<file path="config.mk">
export PLATFORM = sky130hd
export DESIGN_NAME = crossing_request_arbiter_flat
export DESIGN_NICKNAME = d
export VERILOG_FILES = /design/src/rtl/traffic_pkg.sv /design/src/rtl/crossing_request_arbiter_if.sv /design/src/rtl/cross_channel.sv /design/src/rtl/crossing_request_arbiter.sv /design/src/flat_wrapper.sv
export SDC_FILE = /design/constraint.sdc
export NUM_CORES = 1
export LEC_CHECK = 0
export BUFFER_PORTS_ARGS = -buffer_cell sky130_fd_sc_hd__buf_2
export CORE_UTILIZATION = 45
export DETAILED_ROUTE_END_ITERATION = 8
export GPL_TIMING_DRIVEN = 1
export PLACE_DENSITY_LB_ADDON = 0.08
export SLEW_MARGIN = 10
export SYNTH_ARGS = -nofsm -noshare
export SYNTH_HDL_FRONTEND = slang
export SYNTH_HIERARCHICAL = 1
export SYNTH_SLANG_ARGS = --single-unit
</file>
<file path="constraint.sdc">
create_clock -name slowclk -period 3.84 [get_ports slowclk]
set_input_delay 0.192 -clock slowclk [delete_from_list [all_inputs] [get_ports slowclk]]
set_output_delay 0.192 -clock slowclk [all_outputs]
set_load 0.01 [all_outputs]
</file>
<file path="src/rtl/traffic_pkg.sv">
// Shared types and default timing constants for the pedestrian crossing request logic.
package traffic_pkg;

    typedef enum logic [1:0] {
        StIdle    = 2'd0,
        StPending = 2'd1,
        StWalk    = 2'd2,
        StFlash   = 2'd3
    } cross_state_e;

    localparam int unsigned DefaultDebounceTicks = 16;
    localparam int unsigned DefaultWalkTicks     = 8;
    localparam int unsigned DefaultFlashTicks    = 4;
    localparam int unsigned DefaultMaxWaitTicks  = 64;

endpackage

</file>
<file path="src/rtl/crossing_request_arbiter_if.sv">
// Button/sequencer handshake bundle between the light sequencer and the crossing arbiter.
interface crossing_request_arbiter_if;

    logic [3:0] btn;
    logic       take_ns;
    logic       take_ew;
    logic       ns_pending;
    logic       ew_pending;
    logic       ns_walk;
    logic       ew_walk;
    logic       ns_flash;
    logic       ew_flash;
    logic       ns_hurry;
    logic       ew_hurry;

    modport master (
        output btn, take_ns, take_ew,
        input  ns_pending, ew_pending, ns_walk, ew_walk,
        input  ns_flash, ew_flash, ns_hurry, ew_hurry
    );

    modport slave (
        input  btn, take_ns, take_ew,
        output ns_pending, ew_pending, ns_walk, ew_walk,
        output ns_flash, ew_flash, ns_hurry, ew_hurry
    );

endinterface

</file>
<file path="src/rtl/cross_channel.sv">
// One crossing direction: request FSM, walk/flash timers, rearm bit and optional hurry timeout.
// Optional timeout logic is built only when CROSS_TIMEOUT_EN is defined.
module cross_channel
    import traffic_pkg::*;
#(
    parameter int unsigned WALK_TICKS     = DefaultWalkTicks,
    parameter int unsigned FLASH_TICKS    = DefaultFlashTicks,
    parameter int unsigned MAX_WAIT_TICKS = DefaultMaxWaitTicks
) (
    input  logic slowclk,
    input  logic reset,
    input  logic i_press,
    input  logic i_take,
    output logic o_pending,
    output logic o_walk,
    output logic o_flash,
    output logic o_hurry
);

    localparam int unsigned WalkW  = $clog2(WALK_TICKS + 1);
    localparam int unsigned FlashW = $clog2(FLASH_TICKS + 1);

    if (WALK_TICKS < 1 || FLASH_TICKS < 1 || MAX_WAIT_TICKS < 1) begin : g_param_check
        $error("cross_channel: tick parameters must be at least 1");
    end

    cross_state_e            r_state, w_state_d;
    logic [WalkW-1:0]        r_walk_cnt, w_walk_cnt_d;
    logic [FlashW-1:0]       r_flash_cnt, w_flash_cnt_d;
    logic                    r_rearm, w_rearm_d;
    logic                    r_pending, r_walk, r_flash;

    always_comb begin
        w_state_d     = r_state;
        w_walk_cnt_d  = r_walk_cnt;
        w_flash_cnt_d = r_flash_cnt;
        w_rearm_d     = r_rearm;
        case (r_state)
            StIdle: begin
                if (i_press) begin
                    w_state_d = StPending;
                end
            end
            StPending: begin
                // A press coinciding with take is absorbed by the service it requested.
                if (i_take) begin
                    w_state_d    = StWalk;
                    w_walk_cnt_d = WalkW'(WALK_TICKS - 1);
                end
            end
            StWalk: begin
                w_rearm_d = r_rearm | i_press;
                if (r_walk_cnt == '0) begin
                    w_state_d     = StFlash;
                    w_flash_cnt_d = FlashW'(FLASH_TICKS - 1);
                end else begin
                    w_walk_cnt_d = r_walk_cnt - 1'b1;
                end
            end
            StFlash: begin
                w_rearm_d = r_rearm | i_press;
                if (r_flash_cnt == '0) begin
                    w_state_d = (r_rearm | i_press) ? StPending : StIdle;
                    w_rearm_d = 1'b0;
                end else begin
                    w_flash_cnt_d = r_flash_cnt - 1'b1;
                end
            end
            default: w_state_d = StIdle;
        endcase
    end

    always_ff @(posedge slowclk or posedge reset) begin
        if (reset) begin
            r_state     <= StIdle;
            r_walk_cnt  <= '0;
            r_flash_cnt <= '0;
            r_rearm     <= 1'b0;
            r_pending   <= 1'b0;
            r_walk      <= 1'b0;
            r_flash     <= 1'b0;
        end else begin
            r_state     <= w_state_d;
            r_walk_cnt  <= w_walk_cnt_d;
            r_flash_cnt <= w_flash_cnt_d;
            r_rearm     <= w_rearm_d;
            r_pending   <= (w_state_d == StPending);
            r_walk      <= (w_state_d == StWalk);
            r_flash     <= (w_state_d == StFlash);
        end
    end

    assign o_pending = r_pending;
    assign o_walk    = r_walk;
    assign o_flash   = r_flash;

`ifdef CROSS_TIMEOUT_EN
    localparam int unsigned WaitW = $clog2(MAX_WAIT_TICKS + 1);

    logic [WaitW-1:0] r_wait, w_wait_d;
    logic             r_hurry;

    // Wait count restarts at zero on every entry to pending and saturates at the limit.
    always_comb begin
        w_wait_d = '0;
        if (w_state_d == StPending && r_state == StPending) begin
            if (r_wait != WaitW'(MAX_WAIT_TICKS)) begin
                w_wait_d = r_wait + 1'b1;
            end else begin
                w_wait_d = r_wait;
            end
        end
    end

    always_ff @(posedge slowclk or posedge reset) begin
        if (reset) begin
            r_wait  <= '0;
            r_hurry <= 1'b0;
        end else begin
            r_wait  <= w_wait_d;
            r_hurry <= (w_state_d == StPending) && (w_wait_d == WaitW'(MAX_WAIT_TICKS));
        end
    end

    assign o_hurry = r_hurry;
`else
    assign o_hurry = 1'b0;
`endif

endmodule

</file>
<file path="src/rtl/crossing_request_arbiter.sv">
// Pedestrian crossing request arbiter: button synchronise/debounce plus one channel per direction.
// Define CROSS_TIMEOUT_EN to build the pending-wait hurry timeout.
module crossing_request_arbiter
    import traffic_pkg::*;
#(
    parameter int unsigned DEBOUNCE_TICKS = DefaultDebounceTicks,
    parameter int unsigned WALK_TICKS     = DefaultWalkTicks,
    parameter int unsigned FLASH_TICKS    = DefaultFlashTicks,
    parameter int unsigned MAX_WAIT_TICKS = DefaultMaxWaitTicks
) (
    input  logic                       slowclk,
    input  logic                       reset,
    crossing_request_arbiter_if.slave  io_bus
);

    localparam int unsigned DebW = $clog2(DEBOUNCE_TICKS + 1);

    if (DEBOUNCE_TICKS < 1) begin : g_param_check
        $error("crossing_request_arbiter: DEBOUNCE_TICKS must be at least 1");
    end

    logic [3:0]      r_meta;
    logic [3:0]      r_sync;
    logic [DebW-1:0] r_run [4];
    logic [3:0]      r_press;
    logic            w_press_ns;
    logic            w_press_ew;

    // Press fires on the sample that brings the run to DEBOUNCE_TICKS; saturation stops repeats.
    always_ff @(posedge slowclk or posedge reset) begin
        if (reset) begin
            r_meta  <= '0;
            r_sync  <= '0;
            r_press <= '0;
            for (int i = 0; i < 4; i++) begin
                r_run[i] <= '0;
            end
        end else begin
            r_meta <= io_bus.btn;
            r_sync <= r_meta;
            for (int i = 0; i < 4; i++) begin
                if (!r_sync[i]) begin
                    r_run[i] <= '0;
                end else if (r_run[i] != DebW'(DEBOUNCE_TICKS)) begin
                    r_run[i] <= r_run[i] + 1'b1;
                end
                r_press[i] <= r_sync[i] && (r_run[i] == DebW'(DEBOUNCE_TICKS - 1));
            end
        end
    end

    assign w_press_ns = r_press[1] | r_press[3];
    assign w_press_ew = r_press[0] | r_press[2];

    cross_channel #(
        .WALK_TICKS     (WALK_TICKS),
        .FLASH_TICKS    (FLASH_TICKS),
        .MAX_WAIT_TICKS (MAX_WAIT_TICKS)
    ) u_ns (
        .slowclk   (slowclk),
        .reset     (reset),
        .i_press   (w_press_ns),
        .i_take    (io_bus.take_ns),
        .o_pending (io_bus.ns_pending),
        .o_walk    (io_bus.ns_walk),
        .o_flash   (io_bus.ns_flash),
        .o_hurry   (io_bus.ns_hurry)
    );

    cross_channel #(
        .WALK_TICKS     (WALK_TICKS),
        .FLASH_TICKS    (FLASH_TICKS),
        .MAX_WAIT_TICKS (MAX_WAIT_TICKS)
    ) u_ew (
        .slowclk   (slowclk),
        .reset     (reset),
        .i_press   (w_press_ew),
        .i_take    (io_bus.take_ew),
        .o_pending (io_bus.ew_pending),
        .o_walk    (io_bus.ew_walk),
        .o_flash   (io_bus.ew_flash),
        .o_hurry   (io_bus.ew_hurry)
    );

endmodule
</file>
<file path="src/flat_wrapper.sv">
// flat-port wrapper written by rule: the top's interface ports become plain ports
module crossing_request_arbiter_flat import traffic_pkg::*;
#(
    parameter int unsigned DEBOUNCE_TICKS = DefaultDebounceTicks,
    parameter int unsigned WALK_TICKS     = DefaultWalkTicks,
    parameter int unsigned FLASH_TICKS    = DefaultFlashTicks,
    parameter int unsigned MAX_WAIT_TICKS = DefaultMaxWaitTicks
)
  (slowclk, reset, io_bus_btn, io_bus_take_ns, io_bus_take_ew, io_bus_ns_pending, io_bus_ew_pending, io_bus_ns_walk, io_bus_ew_walk, io_bus_ns_flash, io_bus_ew_flash, io_bus_ns_hurry, io_bus_ew_hurry);
  crossing_request_arbiter_if io_bus_i ();
  input  logic slowclk;
  input  logic reset;
  input wire logic [$bits(io_bus_i.btn)-1:0] io_bus_btn;
  input wire logic [$bits(io_bus_i.take_ns)-1:0] io_bus_take_ns;
  input wire logic [$bits(io_bus_i.take_ew)-1:0] io_bus_take_ew;
  output wire logic [$bits(io_bus_i.ns_pending)-1:0] io_bus_ns_pending;
  output wire logic [$bits(io_bus_i.ew_pending)-1:0] io_bus_ew_pending;
  output wire logic [$bits(io_bus_i.ns_walk)-1:0] io_bus_ns_walk;
  output wire logic [$bits(io_bus_i.ew_walk)-1:0] io_bus_ew_walk;
  output wire logic [$bits(io_bus_i.ns_flash)-1:0] io_bus_ns_flash;
  output wire logic [$bits(io_bus_i.ew_flash)-1:0] io_bus_ew_flash;
  output wire logic [$bits(io_bus_i.ns_hurry)-1:0] io_bus_ns_hurry;
  output wire logic [$bits(io_bus_i.ew_hurry)-1:0] io_bus_ew_hurry;
  assign io_bus_i.btn = io_bus_btn;
  assign io_bus_i.take_ns = io_bus_take_ns;
  assign io_bus_i.take_ew = io_bus_take_ew;
  assign io_bus_ns_pending = io_bus_i.ns_pending;
  assign io_bus_ew_pending = io_bus_i.ew_pending;
  assign io_bus_ns_walk = io_bus_i.ns_walk;
  assign io_bus_ew_walk = io_bus_i.ew_walk;
  assign io_bus_ns_flash = io_bus_i.ns_flash;
  assign io_bus_ew_flash = io_bus_i.ew_flash;
  assign io_bus_ns_hurry = io_bus_i.ns_hurry;
  assign io_bus_ew_hurry = io_bus_i.ew_hurry;
  crossing_request_arbiter #(.DEBOUNCE_TICKS(DEBOUNCE_TICKS), .WALK_TICKS(WALK_TICKS), .FLASH_TICKS(FLASH_TICKS), .MAX_WAIT_TICKS(MAX_WAIT_TICKS)) u_core (.slowclk(slowclk), .reset(reset), .io_bus(io_bus_i));
endmodule
</file>
Yosys cells after proc, flatten, opt, wreduce, memory -nomap -nowiden
Index checks and enable logic that the tools add are counted.
- logic and storage cells: 119
- flip-flop bits (word level): 58
- input port bits: 8
- output and inout bits: 8
- bitwise operators: 4
- reduce and logical (&&, ||, !) cells: 18
- add/sub/neg operators: 8
- equal/unequal tests: 32
- muxes and demuxes: 36
- operators with widths (kind ; number):
    5-bit two-way mux ; 8
    2-bit inequality test (second input constant) ; 12
    5-bit by 1-bit adder with 5-bit output (second input constant) ; 4
    5-bit by 4-bit equality test with 1-bit output (second input constant) ; 4
    5-bit inequality test (second input constant) ; 4
    2-bit equality test (second input constant) ; 8
    2-bit two-way mux ; 8
    4-bit two-way mux ; 4
    2-bit one-hot mux with 4 select lines ; 2
    4-bit one-hot mux with 2 select lines ; 2
    3-bit two-way mux ; 4
    3-bit one-hot mux with 2 select lines ; 2
    3-bit AND reduction ; 4
    2-bit by 1-bit equality test with 1-bit output (second input constant) ; 4
    4-bit logical NOT ; 2
    2-bit nonzero test ; 4
    4-bit by 1-bit subtractor with 4-bit output (second input constant) ; 2
    3-bit logical NOT ; 2
    3-bit by 1-bit subtractor with 3-bit output (second input constant) ; 2
    1-bit logical AND ; 4
    2-bit logical NOT ; 2
    1-bit two-way mux ; 4
    1-bit bitwise OR ; 4
    1-bit one-hot mux with 2 select lines ; 2

Longest topological paths before layout
- depth in word-level cells: 6
- mapped depth: 6
- gate-level depth less buffers: 6

Cells and area by module
Netlist, hierarchy kept.
- modules (own cells, without submodules) (module ; cells each ; area an instance (um^2) ; instances ; sequential area each (um^2)):
    crossing_request_arbiter ; 127 ; 1514.0 ; 1 ; 800.8
    cross_channel ; 71 ; 704.4 ; 2 ; 325.3

Least setup slack after synthesis
Ideal clock, no wire load.
- path kind: register to register
- start: register u_core.u_ew.r_flash_cnt[0]
- end: register u_core.u_ew.r_flash_cnt[2]
- setup time: 0.121 ns
- period minus slack after synthesis: 1.333 ns
- stages on the path, launching flop included: 7
- buffers on the path: 0
- data required time: 3.719 ns
- arrival time: 1.212 ns
- setup slack: 2.507 ns
- path through: dfrtp_1 > inv_1 > ha_1 > ha_1 > nand2b_1 > o22ai_1 > a22o_1
- word-level cells in the longest chain between the ends: 3
- elaborated cells on any way between the ends: 6
- classes of those cells: add/sub: 1; eq/ne: 1; mux: 2; reduce/logical: 2
- ends and longest elaborated chain (what ; RTL line ; RTL):
    start: declaration ; cross_channel.sv:29 ; logic [FlashW-1:0] r_flash_cnt, w_flash_cnt_d;
    start signal: assignment ; cross_channel.sv:85 ; r_flash_cnt <= w_flash_cnt_d;
    3-bit by 1-bit subtractor with 3-bit output or 3-bit logical NOT (tied branches) ; cross_channel.sv:66, cross_channel.sv:62 ;
    3-bit two-way mux or 2-bit inequality test (tied branches) ; - ;
    3-bit one-hot mux with 2 select lines or 3-bit AND reduction (tied branches) ; - ;
Several ways; a longest one is shown, not always the timed one. The select of a mux whose other input is x is not followed.
A chain may end at the register's enable or synchronous reset.

Worst setup path after layout
- start: register u_core.u_ew.r_walk_cnt[0]
- end: register u_core.u_ew.r_walk_cnt[0]
- word-level cells in the longest chain between the ends: 3
- elaborated cells on any way between the ends: 6
- classes of those cells: add/sub: 1; eq/ne: 1; mux: 2; reduce/logical: 2
- ends and longest elaborated chain (what ; RTL line ; RTL):
    start: declaration ; cross_channel.sv:28 ; logic [WalkW-1:0] r_walk_cnt, w_walk_cnt_d;
    start signal: assignment ; cross_channel.sv:84 ; r_walk_cnt <= w_walk_cnt_d;
    4-bit by 1-bit subtractor with 4-bit output or 4-bit logical NOT (tied branches) ; cross_channel.sv:57, cross_channel.sv:53 ;
    4-bit two-way mux or 2-bit inequality test (tied branches) ; - ;
    4-bit one-hot mux with 2 select lines or 3-bit AND reduction (tied branches) ; - ;
Several ways; a longest one is shown, not always the timed one. The select of a mux whose other input is x is not followed.

==> results.toml <==
[floorplan]
initial_utilization_pct = 47.9
die-area_um2 = 6820
fp.dieW_um = 82.6
die_h_um = 82.6
ioPinCount = 16
num_rows = 28
core_area_um2 = 6100

[cells_and_area]
nNetsFinal = 317
diodes = 0
fin_util_pct = 53.6
mostFrequentLayoutCells = "dfrtp_1 (58), inv_1 (31), nand2_1 (24), ha_1 (18), mux2i_1 (16)"
drive_above_1_share_pct = 13.6
stdcell_count = 370
layout_commonest_cell = "dfrtp_1"
syn2layout_area_growth_pct = 11.8

[yosys]
synth_flop_cell = "dfrtp_1"
synth_area_um2 = 2920
netlist_instances = 269
ys_seq_area_share_pct = 49.7
synthTopCellsByArea = "dfrtp_1 (50%), ha_1 (7.7%), mux2i_1 (5.5%)"
async_flop_share_pct = 100
synth_nets = 295
ys_ff_latch = 58
synth_cell_type_count = 39
synth.top_cell.area_share_pct = 49.7
synth_top_cell_by_area = "dfrtp_1"
avgSynthCellArea_um2 = 10.9
synth_edf_count = 0
synth_warnings = 6

[clocking]
path_clk_slew_ns = 0.06
post_cts_buffers = 0
clk_latency_ns = 0.32
root_buffer = "clkbuf_8"
cts_num_sinks = 58
cts_buffer_depth = 2
cts_tree = "done"
h-tree-depth = 3
cts_buffers = 9

[sta]
period_share_pct = 38.9
rsz0062_at_grt = "no"
timing.setup.tns_ns = 0
hold_viol = 0
finalWorstPathRequiredPeriod_ns = 1.49
timing.fmax_ghz = 0.670
tightest_slew_ns = 0.593
finalClockSkew_ns = 0.00763
setup_viol = 0
final-max-slew-violation-count = 0
relSlewSlack_pct = 60.5

[detailed_routing]
vias_per_cell = 5.24
drt-total-wl_um = 4470
wl_met1_um = 2140
drtIter0Drc = 60
antenna_left = 0
wl_per_cell_um = 12.1
vias = 1940
dr.pass1.iters = 4
wl_met2_um = 2140
route.detailed.drc = 0
top_layer_used = "met4"
wl_met3_um = 156

[placed_design]
io_buffer_count = 13
dp.cells = 350
gp_congestion = 0.749
hpwl_um = 3110

[global_routing]
grt_pass1_wl_um = 7760
grt_max_degree = 33
grt_pass1_vias = 1817
antenna_found_initial = 0
globalRouteOverflowTotal = 0
grt_use_total_pct = 15.3

[worst_setup_path]
crit_arrival_ns = 1.71
required_ns = 4.05
crit_fanout = 6
critPathLaunchType = "flip-flop"
startpoint = "u_core/u_ew/r_walk_cnt[0]$_DFFE_PP0P_"
r2r-start = "u_core/u_ew/r_walk_cnt[0]$_DFFE_PP0P_"
r2r-end = "u_core/u_ew/r_walk_cnt[0]$_DFFE_PP0P_"
path_class = "reg -> reg"
reg2reg_slack_ns = 2.35
reg2reg_depth = 5
endpoint_kind = "flip-flop"
endpoint = "u_core/u_ew/r_walk_cnt[0]$_DFFE_PP0P_"

[power_and_ir_drop]
power_leakage_nw = 1.58
p_per_area_nw_per_um2 = 595
p_total_w = 0.00194
irDropWorstVdd_v = 0.000331

[run]
max-cap-violations = 0

[status]
outcome = "complete, no violations"

[hold_path]
hold_path.class = "in -> reg"
-- through the flow --
| step | worst slack [ns] | hold WS (ns) | instance area [um^2] |
|---|---|---|---|
| CTS | 2.34 | 0.213 | 3270 |
| global route | 2.22 | 0.240 | 3270 |
| global placement | 2.37 | 0.263 | 3030 |
| finish | 2.35 | 0.236 | 3270 |
| floorplan | 2.51 | 0.0690 | 2920 |
| detailed placement | 2.34 | 0.267 | 3030 |
-- layer usage --
| layer | vias to the layer above | track usage (%) |
|---|---|---|
| met3 | 2 | 6.26 |
| met5 | - | 0 |
| met4 | 0 | 5.17 |
| met1 | 942 | 17.8 |
| met2 | 23 | 25.7 |
| li1 | 973 | - |
-- final cells by class --
| cell class | count | area [um^2] |
|---|---|---|
| repair buffers | 19 | 123 |
| flip-flops and latches | 58 | 1450 |
| clock inverters | 3 | 40.0 |
| clock buffers | 12 | 145 |
| fillers | 570 | 2830 |
| well taps | 75 | 93.8 |
| multi-input cells | 172 | 1300 |
| inverters | 31 | 116 |
-- cells in the mapped netlist (all sizes together) (6+ instances only) --
cell and count:
o211ai 6, and3 8, buf 8, nand2b 14
dfrtp 58, o22ai 8, a21oi 6, mux2i 16
ha 18, inv 31, nand2 24, o21ai 8
-- power by group --
| group | switching (W) | internal [W] |
|---|---|---|
| logic | 0.000257 | 0.000261 |
| clock network | 0.000218 | 0.000312 |
| registers | 0.000159 | 0.000735 |
| total | 0.000634 | 0.00131 |
-- flip-flops by register name, summed over array words and instances (netlist names), 2 cells and up --
signal / cells
u_core/u_ew/r_flash_cnt: 3
u_core/r_sync: 4
u_core/u_ew/r_state: 2
u_core/r_run: 20
u_core/u_ew/r_walk_cnt: 4
u_core/u_ns/r_state: 2
u_core/r_press: 4
u_core/u_ns/r_flash_cnt: 3
u_core/u_ns/r_walk_cnt: 4
u_core/r_meta: 4
-- cell families after synthesis --
logic type                 after synthesis  share of synthesized area, %
AOI/OAI and AO/OA                       50                          12.0
buffers and inverters                   39                          5.95
adders and majority gates               18                          7.71
DFF                                     58                          49.7
other                                    2                         0.257
xor gates and xnor gates                 4                          1.20
and+or+nand+nor                         82                          17.8
muxes                                   16                          5.48
-- how the worst min path moves through the flow --
stage | start | endpoint | slack, ns | cells past startpoint
2_1_floorplan | reset | u_core/u_ew/o_flash$_DFF_PP0_ | 0.07 | 1
3_3_place_gp | reset | u_core/u_ew/o_walk$_DFF_PP0_ | 0.26 | 2
3_5_place_dp | reset | u_core/u_ew/o_walk$_DFF_PP0_ | 0.27 | 2
4_1_cts | io_bus_take_ew | u_core/u_ew/o_walk$_DFF_PP0_ | 0.21 | 3
5_1_grt | io_bus_take_ew | u_core/u_ew/o_walk$_DFF_PP0_ | 0.24 | 3
6_report | io_bus_take_ew | u_core/u_ew/o_walk$_DFF_PP0_ | 0.24 | 3
-- worst max-delay path, cell delays in order, from the launching register on --
cell and delay [ns]:
dfrtp_1 0.40, inv_1 0.08, ha_1 0.17, nor3b_2 0.40
o22ai_2 0.15, o21a_1 0.19
-- what timing repair did --
| item | 4_1_cts | 5_1_grt |
|---|---|---|
| gates resized for setup | 0 | 0 |
| endpoints found under the hold margin | 30 | 0 |
| hold buffers | 5 | 0 |
Note: power is estimated with default switching activity, not from simulation.
